===== src/rtl/serial_adder_pkg.sv =====
// Shared constants for the bit-serial adder: FSM encodings, default width and
// the majority helper used by the one-bit full-adder cell.
package serial_adder_pkg;

  localparam int unsigned DefaultWidth = 8;

  localparam logic [1:0] ST_IDLE = 2'd0;
  localparam logic [1:0] ST_RUN  = 2'd1;
  localparam logic [1:0] ST_DONE = 2'd2;

  function automatic logic maj3(input logic x, input logic y, input logic z);
    return (x & y) | (x & z) | (y & z);
  endfunction

endpackage


===== src/rtl/serial_adder_fa_bit.sv =====
// Purely combinational one-bit full adder: out is the sum bit, carry the
// majority of the three inputs.
module fa_bit
  import serial_adder_pkg::*;
(
  output logic out,
  output logic carry,
  input  logic a,
  input  logic b,
  input  logic c
);

  assign out   = a ^ b ^ c;
  assign carry = maj3(a, b, c);

endmodule


===== src/rtl/serial_adder.sv =====
// Bit-serial ripple adder: loads two operands plus carry-in, then adds one bit
// pair per clock LSB first through a single full-adder cell.
module serial_adder
  import serial_adder_pkg::*;
#(
  parameter int unsigned WIDTH = DefaultWidth
) (
  input  logic             clk,
  input  logic             rst_n,
  input  logic             start,
  input  logic [WIDTH-1:0] a_in,
  input  logic [WIDTH-1:0] b_in,
  input  logic             c_in,
  output logic             busy,
  output logic             done,
  output logic [WIDTH-1:0] sum,
  output logic             c_out
);

  localparam int unsigned CntW = (WIDTH > 1) ? $clog2(WIDTH) : 1;

  logic [1:0]       state_q, state_d;
  logic [WIDTH-1:0] a_sr_q, a_sr_d;
  logic [WIDTH-1:0] b_sr_q, b_sr_d;
  logic [WIDTH-1:0] sum_sr_q, sum_sr_d;
  logic [WIDTH-1:0] sum_q, sum_d;
  logic             carry_q, carry_d;
  logic             c_out_q, c_out_d;
  logic [CntW-1:0]  cnt_q, cnt_d;
  logic             fa_s, fa_co;

  fa_bit u_fa_bit (
    .out   (fa_s),
    .carry (fa_co),
    .a     (a_sr_q[0]),
    .b     (b_sr_q[0]),
    .c     (carry_q)
  );

  always_comb begin
    state_d  = state_q;
    a_sr_d   = a_sr_q;
    b_sr_d   = b_sr_q;
    sum_sr_d = sum_sr_q;
    sum_d    = sum_q;
    carry_d  = carry_q;
    c_out_d  = c_out_q;
    cnt_d    = cnt_q;
    case (state_q)
      ST_IDLE, ST_DONE: begin
        // DONE accepts start just like IDLE so back-to-back runs have no gap.
        state_d = ST_IDLE;
        if (start) begin
          a_sr_d  = a_in;
          b_sr_d  = b_in;
          carry_d = c_in;
          cnt_d   = '0;
          state_d = ST_RUN;
        end
      end
      ST_RUN: begin
        a_sr_d   = {1'b0, a_sr_q[WIDTH-1:1]};
        b_sr_d   = {1'b0, b_sr_q[WIDTH-1:1]};
        sum_sr_d = {fa_s, sum_sr_q[WIDTH-1:1]};
        carry_d  = fa_co;
        cnt_d    = cnt_q + CntW'(1);
        if (cnt_q == CntW'(WIDTH - 1)) begin
          sum_d   = {fa_s, sum_sr_q[WIDTH-1:1]};
          c_out_d = fa_co;
          state_d = ST_DONE;
        end
      end
      default: state_d = ST_IDLE;
    endcase
  end

  always_ff @(posedge clk or negedge rst_n) begin
    if (!rst_n) begin
      state_q  <= ST_IDLE;
      a_sr_q   <= '0;
      b_sr_q   <= '0;
      sum_sr_q <= '0;
      sum_q    <= '0;
      carry_q  <= 1'b0;
      c_out_q  <= 1'b0;
      cnt_q    <= '0;
    end else begin
      state_q  <= state_d;
      a_sr_q   <= a_sr_d;
      b_sr_q   <= b_sr_d;
      sum_sr_q <= sum_sr_d;
      sum_q    <= sum_d;
      carry_q  <= carry_d;
      c_out_q  <= c_out_d;
      cnt_q    <= cnt_d;
    end
  end

  assign busy  = (state_q == ST_RUN);
  assign done  = (state_q == ST_DONE);
  assign sum   = sum_q;
  assign c_out = c_out_q;

endmodule


===== config.mk =====
export PLATFORM = sky130hd
export DESIGN_NAME = serial_adder
export DESIGN_NICKNAME = d
export VERILOG_FILES = /design/src/rtl/serial_adder_pkg.sv /design/src/rtl/serial_adder_fa_bit.sv /design/src/rtl/serial_adder.sv
export SDC_FILE = /design/constraint.sdc
export NUM_CORES = 1
export LEC_CHECK = 0
export CAP_MARGIN = 20
export CORE_ASPECT_RATIO = 0.75
export CORE_MARGIN = 2
export CORE_UTILIZATION = 35
export DETAILED_ROUTE_END_ITERATION = 12
export HOLD_SLACK_MARGIN = 0.02
export PLACE_DENSITY = 0.56
export SETUP_SLACK_MARGIN = 0.15
export SLEW_MARGIN = 20
export SYNTH_ARGS = -nofsm -noshare
export SYNTH_HDL_FRONTEND = slang
export SYNTH_SLANG_ARGS = --single-unit

===== constraint.sdc =====
create_clock -name clk -period 1.95 [get_ports clk]
set_clock_uncertainty 0.1 [all_clocks]
set_input_delay 0.2925 -clock clk [delete_from_list [all_inputs] [get_ports clk]]
set_output_delay 0.2925 -clock clk [all_outputs]
set_load 0.05 [all_outputs]

# After elaboration in Yosys (flattened, before gate mapping)
# Index checks and enable logic that the tools add are counted.
# Widths: inputs -> output; s select.
[word_totals]
ff_bits = 39
input_bits = 20
[classes]
mux = 11
n_addsub = 1
eq_ne = 5
n_reduce_logical = 5
bitwise = 7
[ops]
columns = ["op", "count"]
rows = [
  ["$pmux 8 s2", 2],
  ["$mux 8", 2],
  ["$pmux 3 s2", 1],
  ["$pmux 2 s2", 1],
  ["$reduce_and 2->1", 2],
  ["$add 3x1->3 const B", 1],
  ["$and 1x1->1", 3],
  ["$eq 3x3->1 const B", 1],
  ["$mux 3", 1],
  ["$eq 2x1->1 const B", 1],
  ["$eq 2x2->1 const B", 1],
  ["$logic_not 2->1", 1],
  ["$mux 1", 2],
  ["$mux 2", 1],
  ["$ne 2x1->1 const B", 1],
  ["$ne 2x2->1 const B", 1],
  ["$or 1x1->1", 2],
  ["$pmux 1 s2", 1],
  ["$reduce_bool 2->1", 1],
  ["$reduce_or 2->1", 1],
  ["$xor 1x1->1", 2],
]

# Longest topological paths before layout
# Gate-level depths: netlist (run 1).
[depth]
word_depth = 4
depth_mapped = 4

# Cells and area by module
# From an unflattened synthesis (run 1), not the netlist that was laid out.
[hier_totals]
hier_cells = 157
area_unflattened_um2 = 1798.0
[modules_own_cells]
columns = ["mod", "area_per_inst_um2", "instances", "cells_per_inst", "seq_area_each_um2"]
rows = [
  ["serial_adder", 1778.0, 1, 156, 950.9],
  ["fa_bit", 20.0, 1, 1, 0.0],
]

# Least setup slack after synthesis (run 1)
# No wires, ideal clock.
[synth_path]
path_kind = "flip-flop to output port"
from = "register state_q[1]"
to = "output port done"
path_slack_ns = 0.151
required_ns = 1.558
stages_incl_launch_ff = 4
t_arrival_ns = 1.407
n_path_buf = 2
path_cell_list = "dfrtp_1 buf_6 buf_6 nor2b_1"
[synth_between]
elab_chain_len = 1
[synth_rtl]
columns = ["item", "line", "rtl"]
rows = [
  ["start, declared", "serial_adder.sv:22", "logic [1:0] state_q, state_d;"],
  ["start signal, assigned", "serial_adder.sv:88", "state_q <= state_d;"],
  ["$eq 2x2->1", "serial_adder.sv:100", "assign done = (state_q == ST_DONE);"],
  ["end, declared", "serial_adder.sv:15", "output logic done,"],
]
# Every way passes these cells.

# Final worst setup path (run 1)
# Same ends and word-level chain as after synthesis.

==> metrics.txt, run 1 <==
drt pass-1 iters 4; status completed; crit path to done; syn nets between 150 and 200; CTS Sinks 38; asr flop ratio synth between 90% and 100%; Max Freq 0.594 GHz; GRT busiest layer met2; slowest stage cell, crit path dfrtp_1; Inst Count DP around 260; # diodes 0; clk slew on worst S/H paths 80 ps; GR Util met2 19.4%; GR Util met1 about a fifth; placed inst area approximately 2300 sq um; Non-Filler Cell Area, Final between 2000 and 2500 sq um; Root Buffer clkbuf_8; # DRC 0; number of port buffers 30; Post-Synthesis Cells between 150 and 200; Worst EP required around 1600 ps; RSZ-0062 raised after global routing false; Pwr Density ~1600 nW/um^2; Final nets 217; Routed WL around 3.4 mm; CTS tree done; post-synthesis cell type count 23; Worst-Margin Slew around 500 ps; initial DRC count 73; dpl hpwl about 2.3 mm; fin crit period 1680 ps; HP Class reg2reg; drt wl/cell between 10 and 15 um; area grow syn2layout 28.2%; vias in the first global route approximately 1300; Fillers just over 500; crit path DAT 1290 ps; gr ovfl total 0; clock tree buffer depth 2; hold slack roughly 400 ps; leakage between 0.001 and 0.0015 uW; CORE AREA 5240 sq um; share of Yosys cell area claimed by the top area cell type about half; initial antenna violation count 0; final hold violation count 0; full die area ~6000 sq um; first-pass GRT wire length between 5 and 6 mm; Relative slew margins roughly two thirds; Worst-Skew Late Latency 290 ps; setup_tns 0 ps; footprint of the multi-input gates roughly 840 sq um; number of max-cap violations 0; cell taking the most area after synthesis dfrtp_1; H-tree depth 2; reg2reg path depth 4; Slew Limit Fails 0; Critical Path Source state_q[1]; Post-synth EDFFs 0; critical path class reg2out; Final setup viols 0; Tcrit/Tclk final approximately 86%; Design Power 3920 uW; crit-path max FO 15; R2R setup slack between 300 and 400 ps; total number of vias about 1300; Die W 88.5 um; reg2reg start cnt_q[0]; vias per cell around 4.7; post-route ant nets 0; top post-synthesis cells by area dfrtp_1 51%, mux2i_1 9.1%, mux2_4 7.2%, a211oi_1 6.0%, nor2b_1 5.3%; Seq. cell area 951 sq um; initial core utilization a little over a third; CP cell instances buf_6 -> nor2b_2 -> buf_12; GRT Total Usage between 10% and 20%; Cell Rows 23; Crit. End Element output pin; GP Congestion between 0.7 and 0.8; reg2reg end cnt_q[2]; Netlist Area Pre-Place between 1500 and 2000 sq um; Post-Layout Cell Count 270; Peak VDD IR 471 uV; syn avg cell area about 12 sq um; Ports 31; met3 usage roughly 3.4%; share of layout cells above drive strength 1 around 16%; Synth Flop Type dfrtp_1; #FFs+latches synth 38; most common library cells after synthesis 38 x dfrtp_1, 21 x nand2_1, 17 x mux2i_1; TritonCTS Buffers 5; Crit path largest cell delay approximately 390 ps; most frequent cell after synthesis dfrtp_1; sequential-to-total area share from yosys stat approximately half; Die H roughly 67 um; Yosys warnings 0; startpoint types flop; largest net degree at the start of global routing 39
[worst min path at each step]
stage                      to  slack (ps)     start  cells past startpoint
finish               cnt_q[0]         400  cnt_q[0]                      1
global route         cnt_q[0]         420  cnt_q[0]                      1
CTS                  cnt_q[0]         400  cnt_q[0]                      1
detailed placement  a_sr_q[3]         270     rst_n                      2
global placement    a_sr_q[3]         270     rst_n                      2
floorplan           a_sr_q[0]        -100     rst_n                      0
[critical path, delay by kind of cell, from the launching register on]
kind                   cells  cell delay (ps)
buffers and inverters      2              380
and+or+nand+nor            1              240
DFF                        1              390
[cell families (layout without fill, tap and decap cells)]
kind of cell,after synthesis,count (layout),share of synthesized area (%)
fa+ha+maj,3,3,2.40
mux,28,28,17.5
flops,38,38,50.8
buf+inv,12,46,4.61
compound gates,36,36,12.0
simple gates,44,44,12.7
[final cells by class]
type	instances	share of cell area [%]
Tap cell	75	3.91
Sequential cell	38	39.6
Clock buffer	5	2.87
Timing Repair Buffer	36	15.3
Inverter	2	0.521
Multi-Input combinational cell	111	34.9
Clock inverter	3	2.87
[per-layer routing]
metal	part of all wire (%)	vias up	wire length, um
li1	-	636	-
met3	4.5	6	155
met5	0	-	0
met4	1.5	0	50
met1	50	599	1710
met2	44	23	1520
[report_power, final]
part	switching [uW]	internal, uW
Combinational	942	738
Clock	285	512
Sequential	277	1160
[sequential cells by signal (all words and copies together), names as in the netlist]
register,flops
state_q,2
carry_q,1
sum_sr_q,7
c_out,1
sum,8
cnt_q,3
a_sr_q,8
b_sr_q,8
[per-stage QoR]
stage / util (%) / setup WS, ps
finish: 45.8 / 265
global route: 45.8 / 174
CTS: 45.8 / 175
detailed placement: 43.1 / 340
global placement: 43.1 / 383
floorplan: - / 151
[timing repair]
item                       in CTS  in global routing
buffers inserted                0                  0
setup endpoints to repair      10                  1
hold buffers                    1                  0
hold endpoints to repair       38                  0
resized for setup              10                  1
[layout by cell type (no fill, tap or decap), drive strengths merged, types with 2 or more instances in the layout]
| cell | count |
|---|---|
| clkbuf | 5 |
| bufinv | 2 |
| nand3 | 3 |
| nor2b | 16 |
| dlygate4sd2 | 9 |
| clkdlybuf4s50 | 18 |
| buf | 8 |
| a21oi | 15 |
| nand2 | 22 |
| a211oi | 15 |
| o21ai | 4 |
| mux2 | 11 |
| dfrtp | 38 |
| mux2i | 17 |
| nand2b | 2 |
| ha | 2 |
| inv | 2 |
| a22o | 2 |
Note: power is estimated with default switching activity, not from simulation.
==> run 2, diff against run 1 <==
SETUP_SLACK_MARGIN = default   (was 0.15)
==> metrics.txt, run 2 (same netlist as run 1, synthesis figures left out) <==
Final setup viols 0 (unchanged); CP cell instances clkdlybuf4s50_1 (was buf_6 -> nor2b_2 -> buf_12); final hold violation count 0 (unchanged); initial core utilization 35.8% (unchanged); reg2reg end cnt_q[2] (unchanged); CTS tree done (unchanged); Tcrit/Tclk final 94.9% (was 86.4%); Crit path largest cell delay 810 ps (was 390 ps); initial antenna violation count 0 (unchanged); startpoint types flop (unchanged); gr ovfl total 0 (unchanged); slowest stage cell, crit path clkdlybuf4s50_1 (was dfrtp_1); vias in the first global route 1274 (was 1285); drt pass-1 iters 4 (unchanged); # diodes 0 (unchanged); drt wl/cell 12.7 um (about the same); Worst EP required 1560 ps (about the same); number of port buffers 30 (unchanged); area grow syn2layout 28.5% (was 28.2%); vias per cell 4.67 (was 4.68); H-tree depth 2 (unchanged); first-pass GRT wire length 5.94 mm (was 5.98 mm); Peak VDD IR 471 uV (about the same); R2R setup slack 370 ps (about the same); clock tree buffer depth 2 (unchanged); reg2reg start cnt_q[0] (unchanged); dpl hpwl 2.34 mm (unchanged); initial DRC count 79 (was 73); share of layout cells above drive strength 1 15.4% (was 15.9%); Util after Layout 45.9% (was 45.8%); crit-path max FO 2 (was 15); Relative slew margins 67.0% (was 67.6%); hold_sp cnt_q[0] (unchanged); Buf/Inv on CP 1 (was 2); Post-CTS Resized 0 (was 10); total number of vias 1260 (was 1264); CORE AREA 5240 sq um (unchanged); fin crit period 1850 ps (was 1680 ps); TritonCTS Buffers 5 (unchanged); Ports 31 (unchanged); Worst-Margin Slew 494 ps (was 488 ps); RSZ-0062 raised after global routing false (unchanged); Routed WL 3.43 mm (was 3.44 mm); # DRC 0 (unchanged); GP Congestion 0.708 (unchanged); critical path's top delay family buffers and inverters (was flip-flops); CTS Sinks 38 (unchanged); reg2reg path depth 4 (unchanged); clk slew on worst S/H paths 80 ps (about the same); Root Buffer clkbuf_8 (unchanged); setup_tns 0 ps (unchanged); most frequent cells in the layout 38 x dfrtp_1, 27 x clkdlybuf4s50_1, 21 x nand2_1 (was 38 x dfrtp_1, 21 x nand2_1, 18 x clkdlybuf4s50_1); Die H 67.4 um (unchanged); critical path class reg2out (unchanged); post-route ant nets 0 (unchanged); full die area 5960 sq um (unchanged); Max Freq 0.540 GHz (was 0.594 GHz); Slew Limit Fails 0 (unchanged); HP Class reg2reg (unchanged); largest net degree at the start of global routing 39 (unchanged); number of max-cap violations 0 (unchanged); Final nets 217 (unchanged); GRT Total Usage 13.2% (about the same); Crit. End Element output pin (unchanged); Die W 88.5 um (unchanged); Pwr Density 1650 nW/um^2 (was 1630 nW/um^2); most common cell after layout, fill and taps aside dfrtp_1 (unchanged); hold worst-path end cnt_q[0] (unchanged); Setup Fix Bufs, Post-CTS 0 (unchanged); leakage 0.00102 uW (was 0.00104 uW); crit path DAT 1460 ps (was 1290 ps); Cell Rows 23 (unchanged); Worst-Skew Late Latency 290 ps (about the same); Hold Path Cell Cnt 1 (unchanged); hold_buf cts 1 (unchanged); status completed (unchanged)
==> run 2: cell count changes in the layout (fill, tap and decap cells not counted), sizes merged <==
cell,before,now
clkdlybuf4s50,18,27
dlygate4sd2,9,0
==> run 2: where the power goes <==
group	internal, uW	switching [uW]	total (uW)
clock	512	284	797
sequential	1160	279	1440
combinational	798	941	1740
total	2470	1500	3980
==> run 2: worst max-delay path by stage <==
stage                from        end  cells past startpoint
6_report           sum[1]     sum[1]                      1
4_1_cts            sum[1]     sum[1]                      1
3_5_place_dp        start  b_sr_q[4]                      5
3_3_place_gp        start  b_sr_q[2]                      5
2_1_floorplan  state_q[1]       done                      3
5_1_grt            sum[1]     sum[1]                      1
==> run 2: final cells by class <==
type | instances | area, sq um
multi-input cells | 111 | 836
fillers | 504 | 2830
well taps | 75 | 93.8
inverters | 2 | 12.5
clock buffers | 5 | 68.8
repair buffers | 36 | 375
flip-flops and latches | 38 | 951
clock inverters | 3 | 68.8
==> run 2: per-layer routing <==
layer  track usage, %  wire length [um]
met1             18.5              1700
met5                0                 0
met3             3.42               150
met4             5.68                50
met2             19.2              1530
==> run 2: worst register-to-register path, cell delays in order (launching register included) <==
cell,delay [ps]
dfrtp_1,410
ha_1,210
ha_1,260
mux2_2,250
a22o_1,230
==> run 2: stage by stage <==
step / area, sq um / cells / hold WS, ps / power (uW) / worst slack, ps
floorplan: 1870 / 161 / -103 / 2720 / 151
global placement: 2260 / 261 / 269 / 3150 / 383
detailed placement: 2260 / 261 / 273 / 3220 / 340
CTS: 2410 / 270 / 402 / 4030 / 82.4
global route: 2410 / 270 / 417 / 4260 / 43.3
finish: 2410 / 270 / 402 / 3980 / 99.4
==> run 3, diff against run 2 <==
TNS_END_PERCENT = 20   (was default)
==> results of run 3 <==
The final DEF is identical to that of run 2; final timing and power are the same.
